<file path="config.mk">
export PLATFORM = sky130hd
export DESIGN_NAME = gate_bist
export DESIGN_NICKNAME = d
export VERILOG_FILES = /design/src/rtl/gate_bist.sv
export SDC_FILE = /design/constraint.sdc
export NUM_CORES = 1
export LEC_CHECK = 0
export CELL_PAD_IN_SITES_DETAIL_PLACEMENT = 0
export CELL_PAD_IN_SITES_GLOBAL_PLACEMENT = 1
export CORE_MARGIN = 5
export CORE_UTILIZATION = 38
export CTS_BUF_LIST = sky130_fd_sc_hd__clkbuf_16
export CTS_CLUSTER_SIZE = 28
export DETAILED_ROUTE_END_ITERATION = 6
export PLACE_DENSITY = 0.8
export SYNTH_ARGS = -nofsm -noshare
export SYNTH_HDL_FRONTEND = slang
export SYNTH_SLANG_ARGS = --single-unit
</file>
<file path="constraint.sdc">
create_clock -name clk -period 2.52 [get_ports clk]
set_input_delay 0.504 -clock clk [delete_from_list [all_inputs] [get_ports clk]]
set_output_delay 0.504 -clock clk [all_outputs]
set_load 0.03 [all_outputs]
</file>
<file path="src/rtl/gate_bist.sv">
// rtl/gate_bist.sv - self-test sequencer sweeping the four vectors of the two-input gate block
// Defining GATE_BIST_FAIL_CAPTURE_EN adds first-mismatch capture outputs (fail_valid/fail_vec/fail_y).
module gate_bist #(
    parameter int unsigned SETTLE_CYCLES = 2
) (
    input  logic       clk,
    input  logic       rst,
    input  logic       start,
    output logic       in1,
    output logic       in2,
    input  logic [7:0] y_in,
    output logic       busy,
    output logic       done,
    output logic       pass,
    output logic [2:0] err_count
`ifdef GATE_BIST_FAIL_CAPTURE_EN
    ,
    output logic       fail_valid,
    output logic [1:0] fail_vec,
    output logic [7:0] fail_y
`endif
);

    typedef enum logic [2:0] {
        IDLE   = 3'd0,
        DRIVE  = 3'd1,
        SETTLE = 3'd2,
        CHECK  = 3'd3,
        DONE   = 3'd4
    } state_t;

    // SETTLE counts down from S-1 to 0, so DRIVE+SETTLE+CHECK spans S+2 cycles
    localparam logic [3:0] SETTLE_LOAD = (SETTLE_CYCLES == 0) ? 4'd0 : 4'(SETTLE_CYCLES - 1);

    state_t     state_q;
    logic [1:0] vec_q;
    logic [3:0] cnt_q;
    logic [2:0] err_q;
    logic       busy_q;
    logic       done_q;
    logic       pass_q;
    logic [7:0] golden;
    logic       mismatch;
    logic [2:0] err_d;

`ifdef GATE_BIST_FAIL_CAPTURE_EN
    logic       fail_valid_q;
    logic [1:0] fail_vec_q;
    logic [7:0] fail_y_q;
`endif

    always_comb begin
        golden = 8'h00;
        case (vec_q)
            2'b00:   golden = 8'hEC;
            2'b01:   golden = 8'h56;
            2'b10:   golden = 8'h96;
            default: golden = 8'h23;
        endcase
    end

    assign mismatch = (y_in != golden);
    assign err_d    = err_q + {2'b00, mismatch};

    always_ff @(posedge clk or posedge rst) begin
        if (rst) begin
            state_q <= IDLE;
            vec_q   <= 2'd0;
            cnt_q   <= 4'd0;
            err_q   <= 3'd0;
            busy_q  <= 1'b0;
            done_q  <= 1'b0;
            pass_q  <= 1'b0;
`ifdef GATE_BIST_FAIL_CAPTURE_EN
            fail_valid_q <= 1'b0;
            fail_vec_q   <= 2'd0;
            fail_y_q     <= 8'h00;
`endif
        end else begin
            case (state_q)
                IDLE, DONE: begin
                    if (start) begin
                        state_q <= DRIVE;
                        vec_q   <= 2'd0;
                        err_q   <= 3'd0;
                        busy_q  <= 1'b1;
                        done_q  <= 1'b0;
                        pass_q  <= 1'b0;
`ifdef GATE_BIST_FAIL_CAPTURE_EN
                        fail_valid_q <= 1'b0;
                        fail_vec_q   <= 2'd0;
                        fail_y_q     <= 8'h00;
`endif
                    end
                end
                DRIVE: begin
                    if (SETTLE_CYCLES == 0) begin
                        state_q <= CHECK;
                    end else begin
                        state_q <= SETTLE;
                        cnt_q   <= SETTLE_LOAD;
                    end
                end
                SETTLE: begin
                    if (cnt_q == 4'd0) state_q <= CHECK;
                    else               cnt_q   <= cnt_q - 4'd1;
                end
                CHECK: begin
                    err_q <= err_d;
`ifdef GATE_BIST_FAIL_CAPTURE_EN
                    if (mismatch && !fail_valid_q) begin
                        fail_valid_q <= 1'b1;
                        fail_vec_q   <= vec_q;
                        fail_y_q     <= y_in;
                    end
`endif
                    // in1/in2 stay at the last vector once the sweep finishes
                    if (vec_q == 2'd3) begin
                        state_q <= DONE;
                        busy_q  <= 1'b0;
                        done_q  <= 1'b1;
                        pass_q  <= (err_d == 3'd0);
                    end else begin
                        state_q <= DRIVE;
                        vec_q   <= vec_q + 2'd1;
                    end
                end
                default: state_q <= IDLE;
            endcase
        end
    end

    assign in1       = vec_q[1];
    assign in2       = vec_q[0];
    assign busy      = busy_q;
    assign done      = done_q;
    assign pass      = pass_q;
    assign err_count = err_q;

`ifdef GATE_BIST_FAIL_CAPTURE_EN
    assign fail_valid = fail_valid_q;
    assign fail_vec   = fail_vec_q;
    assign fail_y     = fail_y_q;
`endif

endmodule

</file>
### After elaboration in Yosys (flattened, before gate mapping)

Cells that the tools add are included.
Widths: inputs -> output; s select.

| storage, ports and cells | value |
|---|---|
| register bits | 15 |
| latch bits | 0 |
| memory bits (writable) | 0 |
| bits in read-only memories | 0 |
| bits of input ports | 11 |
| output and inout bits | 8 |
| logic and storage cells | 55 |
| memories | 0 |

| operators by class | value |
|---|---|
| add/subtract/negate cells | 3 |
| multipliers | 0 |
| div/mod/pow operators | 0 |
| order comparisons | 0 |
| equal/unequal tests | 13 |
| shifts and indexed selects | 0 |
| mux-type cells | 20 |
| bitwise operators | 0 |
| reduce and logical (&&, ||, !) cells | 12 |

Operators with widths:

| cell | count |
|---|---|
| $pmux 8 s3 | 1 |
| $mux 3 | 4 |
| $pmux 3 s4 | 1 |
| $ne 2x2->1 const B | 5 |
| $ne 8x8->1 | 1 |
| $pmux 4 s2 | 1 |
| $eq 3x2->1 const B | 2 |
| $logic_not 3->1 | 2 |
| $pmux 1 s2 | 3 |
| $pmux 3 s2 | 1 |
| $reduce_and 2->1 | 3 |
| $reduce_and 3->1 | 2 |
| $mux 1 | 5 |
| $eq 2x2->1 const B | 2 |
| $logic_not 4->1 | 1 |
| $mux 2 | 2 |
| $mux 4 | 1 |
| $pmux 2 s2 | 1 |
| $reduce_bool 2->1 | 2 |
| $sub 4x1->4 const B | 1 |
| $add 3x1->3 | 1 |
| $eq 3x1->1 const B | 1 |
| $eq 3x3->1 const B | 1 |
| $add 2x1->2 const B | 1 |
| 3 further kinds | 3 |

### Depth between registers and ports, before layout

| depth | value |
|---|---|
| depth in word-level cells | 7 |
| depth in mapped cells | 11 |
| mapped depth without buffers | 11 |

### Worst setup path before layout

OpenSTA, ideal clock, no wires.

| timing path | value |
|---|---|
| kind | register -> register |
| start point | register vec_q[1] |
| end point | register pass_q, in the netlist pass |
| library setup time | 0.104 ns |
| data arrival time | 2.453 ns |
| required time | 2.416 ns |
| path slack | -0.037 ns |
| cell stages (with the launch flop) | 9 |
| path buffers | 0 |
| period minus slack after synthesis | 2.557 ns |
| cells stage by stage | dfrtp_1 -> inv_1 -> ha_1 -> or4_1 -> a21oi_1 -> o21ai_0 -> ha_1 -> ha_1 -> o41ai_2 |

| on the way | value |
|---|---|
| cells in the longest elaborated chain, start to end | 7 |
| elaborated cells between the ends (all ways) | 12 |
| those cells by class | add/sub (1); eq/ne (5); mux (3); reduce/logical (3) |

RTL lines:

| element | RTL line | text |
|---|---|---|
| from (decl) | 36 | `logic [1:0] vec_q;` |
| from (signal assigned) | 125 | `vec_q <= vec_q + 2'd1;` |
| $eq 2x2->1, or another cell as far along | 54 | `case (vec_q)` |
| $pmux 8 s3 | 54 |  |
| $ne 8x8->1 | 62 | `assign mismatch = (y_in != golden);` |
| $add 3x1->3 | 63 | `assign err_d = err_q + {2'b00, mismatch};` |
| $logic_not 3->1 | 122 | `pass_q <= (err_d == 3'd0);` |
| $mux 1 | 118 | `if (vec_q == 2'd3) begin` |
| $pmux 1 s2 | 80 | `case (state_q)` |
| to (signal assigned) | 122 |  |
| to (decl) | 41 | `logic pass_q;` |

Parallel ways exist; a longest one is shown, timed or not. The select of a mux whose other input is x is not followed.
A chain may end at the register's enable or synchronous reset.

### Final worst setup path

Same ends and word-level chain as after synthesis.

==> impl_summary.md <==
Worst setup path
For the worst setup path, the data required time is 2660 ps. The start-to-end type of the worst setup path is flop to flop. The worst setup path is launched from a flop. In this run the worst path has a maximum fanout of 5.

The signal on the critical path passes through inv_1 -> ha_1 -> or4_1 -> a21oi_1 -> o21ai_0 -> ha_1 -> ha_1 -> o41ai_2. For this run, the slowest stage of the critical path takes 500 ps. The type of destination of the critical path is a flop.

Among all stages on the critical path, the largest delay is contributed by sky130_fd_sc_hd__or4_1. The endpoint arrival time on the critical path is 2530 ps. In this design, the critical path's most frequently occurring cell is sky130_fd_sc_hd__ha_1.

Timing
The post-route fraction of the period consumed by the critical path is 94.81%. At the pin with the least slew margin, the transition time is 582.4 ps. In this run the tightest slew margin relative to its limit is 61.13%.

The number of pins exceeding their max-slew limit in the final report is 0. The final-layout setup total negative slack is 0 ps. The routed design could run at a clock period as short as 2389 ps. The setup skew after layout is 0.6694 ps.

The final count of hold timing violations is 0. The worst setup slack after layout is 130.9 ps. Derived from the worst setup path, the maximum achievable clock frequency is 418.6 MHz. The tightest hold path in the finished design has a slack of 488.9 ps.

The number of setup violations in the final report is 0.

Cells and area
0 antenna diodes ended up in the layout. Fill cells in the final layout number 242. Excluding fillers, the count of instances in the completed layout stands at 162. The fraction of final layout cells sized beyond drive strength 1 is 15.91%. Relative to the synthesized area, the layout overhead comes to 35.44%. The net count of the finished layout is 153.

Route
The detailed router finished its first iteration with 8 violations. The sum of routed wire length over all layers is 2.130 mm. The wire length on met1 is 1.051 mm. The routed design uses 968 um of met2 wire. The total iterations of the first detailed-routing run is 4. The detail route stage leaves a number of antenna-violating nets equal to 0. The number of design rule violations left after detail routing is 0.

The top routing layer in use is met4. For this block, the via count after detailed routing is 857. Using the TritonRoute via totals, the vias-per-cell ratio works out to 5.290. The met3 wire length is 92 um. After detailed routing, the average wire length per cell comes to 13.15 um.

Logic synthesis
The fraction of registers with async set or reset after synthesis is 100.0%. Counting flops with a built-in enable in the synthesized netlist gives 0. The post-synthesis cell count is 106. The flip-flop cell with the highest count after synthesis is sky130_fd_sc_hd__dfrtp_1.

The number of synthesis warnings is 0. In this run, synthesis produced a sequential element count of 15. Ranked by instance count, the synthesized netlist is headed by sky130_fd_sc_hd__dfrtp_1 (15), sky130_fd_sc_hd__nor2_1 (14), sky130_fd_sc_hd__a21oi_1 (9), sky130_fd_sc_hd__ha_1 (9). The area fraction of the dominant cell type after synthesis is 37.83%. In the post-synthesis netlist, the biggest area contributors are sky130_fd_sc_hd__dfrtp_1 (38%), sky130_fd_sc_hd__ha_1 (11%), sky130_fd_sc_hd__nor2_1 (5.3%), sky130_fd_sc_hd__a21oi_1 (4.5%), sky130_fd_sc_hd__xnor2_1 (3.5%). The synthesized netlist contains 34 unique library cells. Synthesis produced a netlist with a net count of 126. The most common cell in the synthesized netlist is sky130_fd_sc_hd__dfrtp_1. The biggest area consumer among synthesized cells is sky130_fd_sc_hd__dfrtp_1.

Summing every instance area after synthesis gives 992.2 um^2. After synthesis, flip-flops and latches occupy 37.83% of the total area. After synthesis, the mean cell area works out to 9.360 um^2.

Power
Across the VDD grid, the largest voltage drop is 0.7495 mV. Summed over all cells, the static leakage comes to 0.5851 nW. The total power consumption of the routed design is 1.670 mW. Power spread over the standard cell area amounts to 1243 nW/um^2.

Floorplanning
The initial cell density of the core is 40.05%. The y dimension of the die is 61.10 um. The number of cell rows is 18. The area of the placeable core is 2477 um^2. Pin placement for this block handled 19 I/O pins. The total die area is 3733 um^2. The die is 61.10 um wide.

Clocking
No sink is reached through more buffers than the 2 on the longest clock path. For this design, the sink count on the clock tree is 15. The CTS clock-pin slew for the worst setup and hold paths is 50 ps. The hold-fix buffer count after cts is 0.

In this run, CTS created clock tree buffers numbering 3. CTS built an H-tree with a depth of 1. The clock tree from TritonCTS is done. At the later pin of the worst-skew pair, clock insertion delay measures 240 ps. The clock tree root driver cell is sky130_fd_sc_hd__clkbuf_16.

Run
The tool flagged a number of max-cap violations equal to 0.

Status
The run finished with clean final reports.

Place
The placed instance count is 155. In this run the tool buffered the top-level ports with 18 buffer cells. At the end of routability-driven placement, the weighted congestion stood at 0.8267. Detailed placement ended at an HPWL of 1.565 mm. The pre-CTS setup slack is -82.08 ps.

GRT
Global routing used 13.13% of the available tracks. The number of global-route vias before repair is 835. Entering global routing, the biggest net connects 16 pins. The number of antenna violations at the first check in global routing came to 0.

For this run the aggregate overflow at the end of global routing stands at 0. The first global-routing pass estimated 3.657 mm of wire.

Hold path
The worst hold path belongs to the class flop to flop.
metal layers:
| metal | vias to the layer above | GRT usage [%] |
|---|---|---|
| met5 | - | 0 |
| met4 | 0 | 6.192 |
| met3 | 2 | 3.354 |
| met2 | 18 | 19.18 |
| met1 | 409 | 18.06 |
| li1 | 428 | - |
worst max-delay path: cells and delay by family (launching register included):
family,cells,cell delay [ps]
flops,1,390
buf+inv,1,110
fa+ha+maj,3,710
simple gates,1,500
compound gates,3,560
kinds of logic after synthesis:
family / Yosys count / synth area share, %
flip-flops: 15 / 37.83
multiplexers: 2 / 2.018
AND/OR/NAND/NOR: 45 / 25.85
buffers and inverters: 9 / 4.540
XOR/XNOR: 6 / 5.296
AO/OA/AOI/OAI: 20 / 13.12
adder cells (fa/ha/maj): 9 / 11.35
sequential cells by signal, summed over array words and instances, names as in the netlist:
signal	flops
err_count	3
pass	1
state_q	3
busy	1
vec_q	2
done	1
cnt_q	4
area by class of cell:
cell class | instances | area [um^2] | area share, %
inverter | 7 | 26.28 | 1.955
sequential | 15 | 377.9 | 28.12
clock buffer | 3 | 75.07 | 5.587
timing repair buffer | 24 | 225.2 | 16.76
clock inverter | 1 | 5.005 | 0.3724
multi-input combinational | 82 | 596.8 | 44.41
tap | 30 | 37.54 | 2.793
power breakdown:
| group | total, mW | switching, mW | internal (mW) |
|---|---|---|---|
| clock | 0.304 | 0.0929 | 0.212 |
| combinational | 0.887 | 0.476 | 0.411 |
| sequential | 0.479 | 0.142 | 0.337 |
layout by cell type (no fill, tap or decap), types with 3 or more instances in the layout:
cell type | synthesis | routed
sky130_fd_sc_hd__clkdlybuf4s50_1 | 0 | 18
sky130_fd_sc_hd__nor2_1 | 14 | 14
sky130_fd_sc_hd__dfrtp_1 | 15 | 13
sky130_fd_sc_hd__a21oi_1 | 9 | 9
sky130_fd_sc_hd__inv_1 | 7 | 7
sky130_fd_sc_hd__nand2_1 | 7 | 7
sky130_fd_sc_hd__ha_1 | 9 | 7
sky130_fd_sc_hd__buf_4 | 1 | 6
sky130_fd_sc_hd__nor3_1 | 6 | 5
sky130_fd_sc_hd__xnor2_1 | 4 | 4
sky130_fd_sc_hd__o22ai_1 | 3 | 3
sky130_fd_sc_hd__clkbuf_16 | 0 | 3
worst paths after layout:
path,start,to,slack (ps),cells after the start
hold reg to reg,busy$_DFFE_PP0P_,busy$_DFFE_PP0P_,490,2
hold / removal,busy$_DFFE_PP0P_,busy$_DFFE_PP0P_,490,2
min in group asynchronous,rst,busy$_DFFE_PP0P_,620,2
setup reg to reg,vec_q[1]$_DFFE_PP0P_,pass$_DFFE_PP0P_,130,8
setup / recovery,vec_q[1]$_DFFE_PP0P_,pass$_DFFE_PP0P_,130,8
max in group asynchronous,rst,vec_q[0]$_DFFE_PP0P_,1480,2
timing repair:
action | in CTS | in global routing
setup endpoints to repair | 0 | 1
buffers inserted | 0 | 3
resized for setup | 0 | 5
per-stage QoR:
step / util [%] / instance area, um^2
2_1_floorplan: - / 994.7
3_3_place_gp: 49.09 / 1216
3_5_place_dp: 49.09 / 1216
4_1_cts: 52.32 / 1296
5_1_grt: 54.24 / 1344
6_report: 54.24 / 1344
Power figures use the tool's default switching activity.
